==> src/rtl/signal_receiver.sv <==
// signal_receiver: rebuilds W-bit frames from a serial stream, slides bit-by-bit to find alignment
// against D, then checks every following frame. Optional err_cnt port when SIGNAL_RX_ERR_EN is defined.
module signal_receiver #(
    parameter int W        = 4,
    parameter int CNT_W    = 8,
    parameter int MISS_MAX = 2
) (
    input  logic             clk,
    input  logic             rst,
    input  logic             en,
    input  logic             in,
    input  logic [0:W-1]     D,
    output logic [0:W-1]     out_word,
    output logic             match,
    output logic             locked,
    output logic [CNT_W-1:0] match_cnt
`ifdef SIGNAL_RX_ERR_EN
    ,
    output logic [CNT_W-1:0] err_cnt
`endif
);

    localparam int FILL_W = $clog2(W + 1);
    localparam int PH_W   = $clog2(W);
    localparam int MISS_W = $clog2(MISS_MAX + 1);

    typedef enum logic {SEARCH, LOCKED} state_t;

    state_t            state, state_d;
    logic [FILL_W-1:0] fill, fill_d;
    logic [PH_W-1:0]   phase, phase_d;
    logic [MISS_W-1:0] miss, miss_d;
    logic [0:W-1]      window;
    logic              frame_full;
    logic              hit;
    logic              match_d;

    function automatic logic [CNT_W-1:0] sat_inc(input logic [CNT_W-1:0] v);
        return (&v) ? v : v + CNT_W'(1);
    endfunction

    // Window includes the bit being taken on this edge, so compares see the completed frame.
    assign window     = {out_word[1:W-1], in};
    assign frame_full = (fill >= FILL_W'(W - 1));
    assign hit        = (window == D);
    assign locked     = (state == LOCKED);
    assign fill_d     = (fill == FILL_W'(W)) ? fill : fill + FILL_W'(1);

    always_ff @(posedge clk or posedge rst) begin
        if (rst) begin
            state <= SEARCH;
        end else begin
            state <= state_d;
        end
    end

    always_comb begin
        state_d = state;
        phase_d = phase;
        miss_d  = miss;
        match_d = 1'b0;
        if (en) begin
            case (state)
                SEARCH: begin
                    if (frame_full && hit) begin
                        state_d = LOCKED;
                        phase_d = '0;
                        miss_d  = '0;
                        match_d = 1'b1;
                    end
                end
                LOCKED: begin
                    if (phase == PH_W'(W - 1)) begin
                        phase_d = '0;
                        if (hit) begin
                            match_d = 1'b1;
                            miss_d  = '0;
                        end else if (miss == MISS_W'(MISS_MAX - 1)) begin
                            // Losing lock: search resumes on the next bit with fill kept full.
                            state_d = SEARCH;
                            miss_d  = '0;
                        end else begin
                            miss_d = miss + MISS_W'(1);
                        end
                    end else begin
                        phase_d = phase + PH_W'(1);
                    end
                end
                default: state_d = SEARCH;
            endcase
        end
    end

    always_ff @(posedge clk or posedge rst) begin
        if (rst) begin
            out_word  <= '0;
            fill      <= '0;
            phase     <= '0;
            miss      <= '0;
            match     <= 1'b0;
            match_cnt <= '0;
        end else begin
            match <= match_d;
            if (en) begin
                out_word <= window;
                fill     <= fill_d;
                phase    <= phase_d;
                miss     <= miss_d;
            end
            if (match_d) begin
                match_cnt <= sat_inc(match_cnt);
            end
        end
    end

`ifdef SIGNAL_RX_ERR_EN
    logic frame_err;

    assign frame_err = en && (state == LOCKED) && (phase == PH_W'(W - 1)) && !hit;

    always_ff @(posedge clk or posedge rst) begin
        if (rst) begin
            err_cnt <= '0;
        end else if (frame_err) begin
            err_cnt <= sat_inc(err_cnt);
        end
    end
`endif

endmodule

==> config.mk <==
export PLATFORM = sky130hd
export DESIGN_NAME = signal_receiver
export DESIGN_NICKNAME = d
export VERILOG_FILES = /design/src/rtl/signal_receiver.sv
export SDC_FILE = /design/constraint.sdc
export NUM_CORES = 1
export LEC_CHECK = 0
export BUFFER_PORTS_ARGS = -buffer_cell sky130_fd_sc_hd__buf_4
export CAP_MARGIN = 10
export CORE_ASPECT_RATIO = 1.5
export CORE_MARGIN = 2
export CORE_UTILIZATION = 54
export DETAILED_ROUTE_END_ITERATION = 12
export GPL_ROUTABILITY_DRIVEN = 0
export MAX_ROUTING_LAYER = met4
export PLACE_DENSITY_LB_ADDON = 0.1
export REMOVE_ABC_BUFFERS = 1
export SETUP_SLACK_MARGIN = 0.15
export SYNTH_ARGS = -nofsm -noshare
export SYNTH_HDL_FRONTEND = slang
export SYNTH_SLANG_ARGS = --single-unit
==> constraint.sdc <==
create_clock -name clk -period 2.05 [get_ports clk]
set_clock_uncertainty 0.1 [all_clocks]
set_input_delay 0 -clock clk [delete_from_list [all_inputs] [get_ports clk]]
set_output_delay 0 -clock clk [all_outputs]
set_load 0.03 [all_outputs]
# After elaboration in Yosys (flattened, before gate mapping)
# Index checks and enable logic that the tools add are counted.
[word_totals] regBits=21 inputBits=8 output_inout_bits=14
[op_classes] addsub=4 order_cmp=1 n_eq_ne=6 muxes=16 n_bitwise=3 n_reduce_logical=6
[ops] operator="$mux 2" n=5
[ops] operator="$add 8x1->8 const B" n=1
[ops] operator="$pmux 2 s2" n=2
[ops] operator="$reduce_and 8->1" n=1
[ops] operator="$mux 1" n=7
[ops] operator="$reduce_and 2->1" n=3
[ops] operator="$add 2x1->2 const B" n=2
[ops] operator="$eq 4x4->1" n=1
[ops] operator="$pmux 1 s2" n=2
[ops] operator="$add 3x1->3 const B" n=1
[ops] operator="$eq 3x3->1 const B" n=1
[ops] operator="$ge 3x2->1 const B" n=1
[ops] operator="$not 1->1" n=3
[ops] operator="$reduce_and 3->1" n=1
[ops] operator="$eq 2x1->1 const B" n=1
[ops] operator="$eq 2x2->1 const B" n=1
[ops] operator="$ne 2x1->1 const B" n=1
[ops] operator="$ne 2x2->1 const B" n=1
[ops] operator="$logic_and 1x1->1" n=1

# Depth between registers and ports, before layout
[depth] ltp_word=6 depth_mapped=6

# Least setup slack after synthesis
# OpenSTA, ideal clock, no wires.
[synth_path] path_kind="register to register" start="register fill[0]" end="register match_cnt[1]" setup_ns=0.128 arrival_ns=1.639 t_required_ns=1.822 slack_ns=0.184 stages_incl_launch_ff=7 path_buffers=0 path_cell_list="dfrtp_1 > ha_1 > ha_1 > a2111o_1 > nand3_2 > nor3_2 > mux2_1"
[synth_via] elab_chain_len=6
[synth_rtl] item="start, declared" line="30" text="logic [FILL_W-1:0] fill, fill_d;"
[synth_rtl] item="start signal, assigned" line="106" text="fill <= fill_d;"
[synth_rtl] item="$ge 3x2->1" line="44" text="assign frame_full = (fill >= FILL_W'(W - 1));"
[synth_rtl] item="$logic_and 1x1->1" line="65" text="if (frame_full && hit) begin"
[synth_rtl] item="$mux 1" line="65"
[synth_rtl] item="$pmux 1 s2" line="63" text="case (state)"
[synth_rtl] item="$mux 1" line="62" text="if (en) begin"
[synth_rtl] item="$reduce_and 2->1 (no source line)"
[synth_rtl] item="end signal, assigned" line="111" text="match_cnt <= sat_inc(match_cnt);"
[synth_rtl] item="end, declared" line="16" text="output logic [CNT_W-1:0] match_cnt"
# No other way between the ends.
# A chain may end at the register's enable or synchronous reset.

# Worst setup path in the final report
# Ends and elaborated chain as after synthesis.

==> run_results.csv <==
group,metric,value,unit
sta,finalSetupTns,0,ps
detailed_routing,wl_per_cell,15.1,µm
worst_setup_path,reg2reg_slack,140,ps
sta,final-setup-viol-count,0,
synth,syn_area,1180,µm²
detailed_routing,via_count,932,
sta,hold_viol,0,
synth,netlist.top_cell.by_area,"dfrtp_1",
run_status,status,"completed",
global_routing,grt_overflow,0,
power,leakagePower,0.000691,µW
detailed_routing,top_layer,"met4",
floorplan,die_height,61.2,µm
placed_design,port_buffers,21,
global_routing,antenna_found_initial,0,
clock_tree,htree_levels,1,
detailed_routing,wl_met2,1.34,mm
detailed_routing,firstDrtPassIters,4,
clock_tree,cts_root_buf,"clkbuf_4",
synth,synth_flop_cell,"dfrtp_1",
synth,synth_top_area_share,44.7,%
clock_tree,clockBufferDepth,2,
detailed_routing,routed_wl,2.43,mm
clock_tree,cts.clk_slew.worst_paths,120,ps
sta,tightest_slew,783,ps
global_routing,grt_max_degree,22,
detailed_routing,drtIter0Drc,26,
synth,synthArstFlopShare,100,%
worst_setup_path,crit_fanout,4,
sta,period_needed,1910,ps
sta,rsz0062_at_grt,"yes",
synth,synthTopCellsByCount,"dfrtp_1 (21), inv_1 (6), ha_1 (5), nand3_1 (5)",
detailed_routing,viasPerCell,5.79,
sta,slew_violations,0,
synth,synth_edf_count,0,
clock_tree,tritoncts,"yes",
synth,ys_seq_area_share,44.7,%
synth,synth.most_common_cell,"dfrtp_1",
floorplan,die_area,2580,µm²
clock_tree,cts_inserted_buffers,3,
layout,layout-drive-gt1-share,36.0,%
clock_tree,insertion_delay,300,ps
synth,ys.warnings.count,0,
detailed_routing,wl_met3,67,µm
layout,area.growth.synth_to_final,28.9,%
sta,slew-limit-headroom,47.7,%
floorplan,die_w,42.1,µm
run,cap_violations,0,
global_routing,grt_usage,21.9,%
synth,synth-seq-cells,21,
global_routing,grt_pass1_wl,4.12,mm
clock_tree,cts.sinks,21,
floorplan,start_util,57.3,%
synth,yosys-top-cells-area,"dfrtp_1 (45%), ha_1 (5.3%), xnor2_2 (4.1%), mux2_2 (3.8%), mux2_1 (2.9%)",
sta,fmax,523,MHz
layout,diodes,0,
detailed_routing,wl_met1,988,µm
power,powerDensity,957,nW/µm²
detailed_routing,antenna_left,0,
hold_path,hp-class,"input pin to flop",
worst_setup_path,cp_data_required_time,2150,ps
worst_setup_path,criticalPathCategory,"flop to flop",
worst_setup_path,cp-end-kind,"flop",
worst_setup_path,arrival,2010,ps
placed_design,dpl.hpwl,1.71,mm
sta,period_share,93.3,%
floorplan,io_pins,22,
global_routing,grt_pass1_vias,947,
synth,netlist_instances,103,
power,vdd_drop_max,0.651,mV
synth,avgSynthCellArea,11.4,µm²
floorplan,row_count,20,
hold_path,holdPathStages,4,
synth,ys_types,38,
worst_setup_path,r2r_cells,6,
floorplan,core_area,2050,µm²
detailed_routing,post-route-drc-count,0,
layout,nets,153,
power,power,1450,µW
worst_setup_path,start_kind,"flop",
==> cells in the final DEF, fill, tap and decap left out, types with 2 or more instances in the layout <==
cell type      count
a21o_1             3
a21oi_1            3
and4_1             2
buf_4             28
clkbuf_4           3
dfrtp_1           21
dlygate4sd3_1      6
ha_1               3
inv_1              6
mux2_1             2
mux2_2             4
nand2_1            4
nand2b_1           3
nand3_1            5
nand4_1            4
nor2_1             4
nor3_1             2
nor3_2             2
nor4_2             2
o21ai_0            4
xnor2_1            2
xnor2_2            3
xor2_1             3
==> kinds of logic (layout without fill, tap and decap cells) <==
kind of cell               Yosys count  count (layout)  synth area share, %
muxes                                7               7                 6.70
xor gates and xnor gates             9               9                 10.2
and+or+nand+nor                     34              34                 18.7
AOI/OAI and AO/OA                   19              19                 11.2
buffers and inverters                8              44                 3.19
adders and majority gates            5               5                 5.32
DFF                                 21              21                 44.7
==> critical path: stages (launching register included) <==
cell and delay (ps):
dfrtp_1 410, ha_2 200, ha_4 150, a2111o_1 430, nand3_2 130, nor3_2 70, mux2_1 300
==> metal layers <==
| layer | up-vias | global-route usage, % |
|---|---|---|
| li1 | 452 | - |
| met4 | 0 | 11.2 |
| met1 | 452 | 25.6 |
| met5 | - | - |
| met2 | 24 | 38.2 |
| met3 | 4 | 2.05 |
==> per-stage QoR <==
| stage | utilization (%) | worst slack, ps | instances | hold WS (ps) | area [µm²] |
|---|---|---|---|---|---|
| 6_report | 73.9 | 138 | 161 | 15.1 | 1520 |
| 5_1_grt | 73.9 | 75.7 | 161 | 43.1 | 1520 |
| 4_1_cts | 71.8 | 169 | 159 | 3.76 | 1470 |
| 3_5_place_dp | 66.0 | 67.8 | 145 | 93.6 | 1350 |
| 3_3_place_gp | 66.0 | 143 | 145 | 94.0 | 1350 |
| 2_1_floorplan | - | 184 | 101 | -123 | 1160 |
==> repair_timing <==
| action | CTS | global route |
|---|---|---|
| pin swaps | 3 | 2 |
| gates resized for setup | 1 | 5 |
| hold endpoints to repair | 27 | 0 |
| cloned | 0 | 0 |
| hold buffers | 6 | 0 |
| setup buffers | 4 | 2 |
| setup endpoints to repair | 5 | 6 |
==> power breakdown <==
part           switching (µW)  total [µW]  leakage, µW  internal (µW)
Sequential                103         606     0.000261            503
Combinational             341         645     0.000413            304
Clock                     127         200    0.0000177           72.7
==> cell type report <==
| class | instances | area (µm²) |
|---|---|---|
| inverter | 6 | 22.5 |
| sequential | 21 | 526 |
| tap | 22 | 27.5 |
| timing repair buffer | 34 | 270 |
| clock inverter | 1 | 5.00 |
| clock buffer | 3 | 22.5 |
| fill | 145 | 536 |
| multi-input combinational | 74 | 643 |
==> flip-flops by register name, indices dropped and copies added (netlist names) <==
name,cells
fill,3
locked,1
match,1
match_cnt,8
miss,2
out_word,4
phase,2
==> path summary, 6_finish.rpt <==
kind,from,to
setup / recovery,fill[0],match_cnt[1]
hold / removal,D[3],locked
setup reg to reg,fill[0],match_cnt[1]
hold reg to reg,match_cnt[5],match_cnt[5]
max in group asynchronous,rst,match_cnt[2]
min in group asynchronous,rst,miss[0]
No activity file was read; power rests on OpenSTA's default activity.
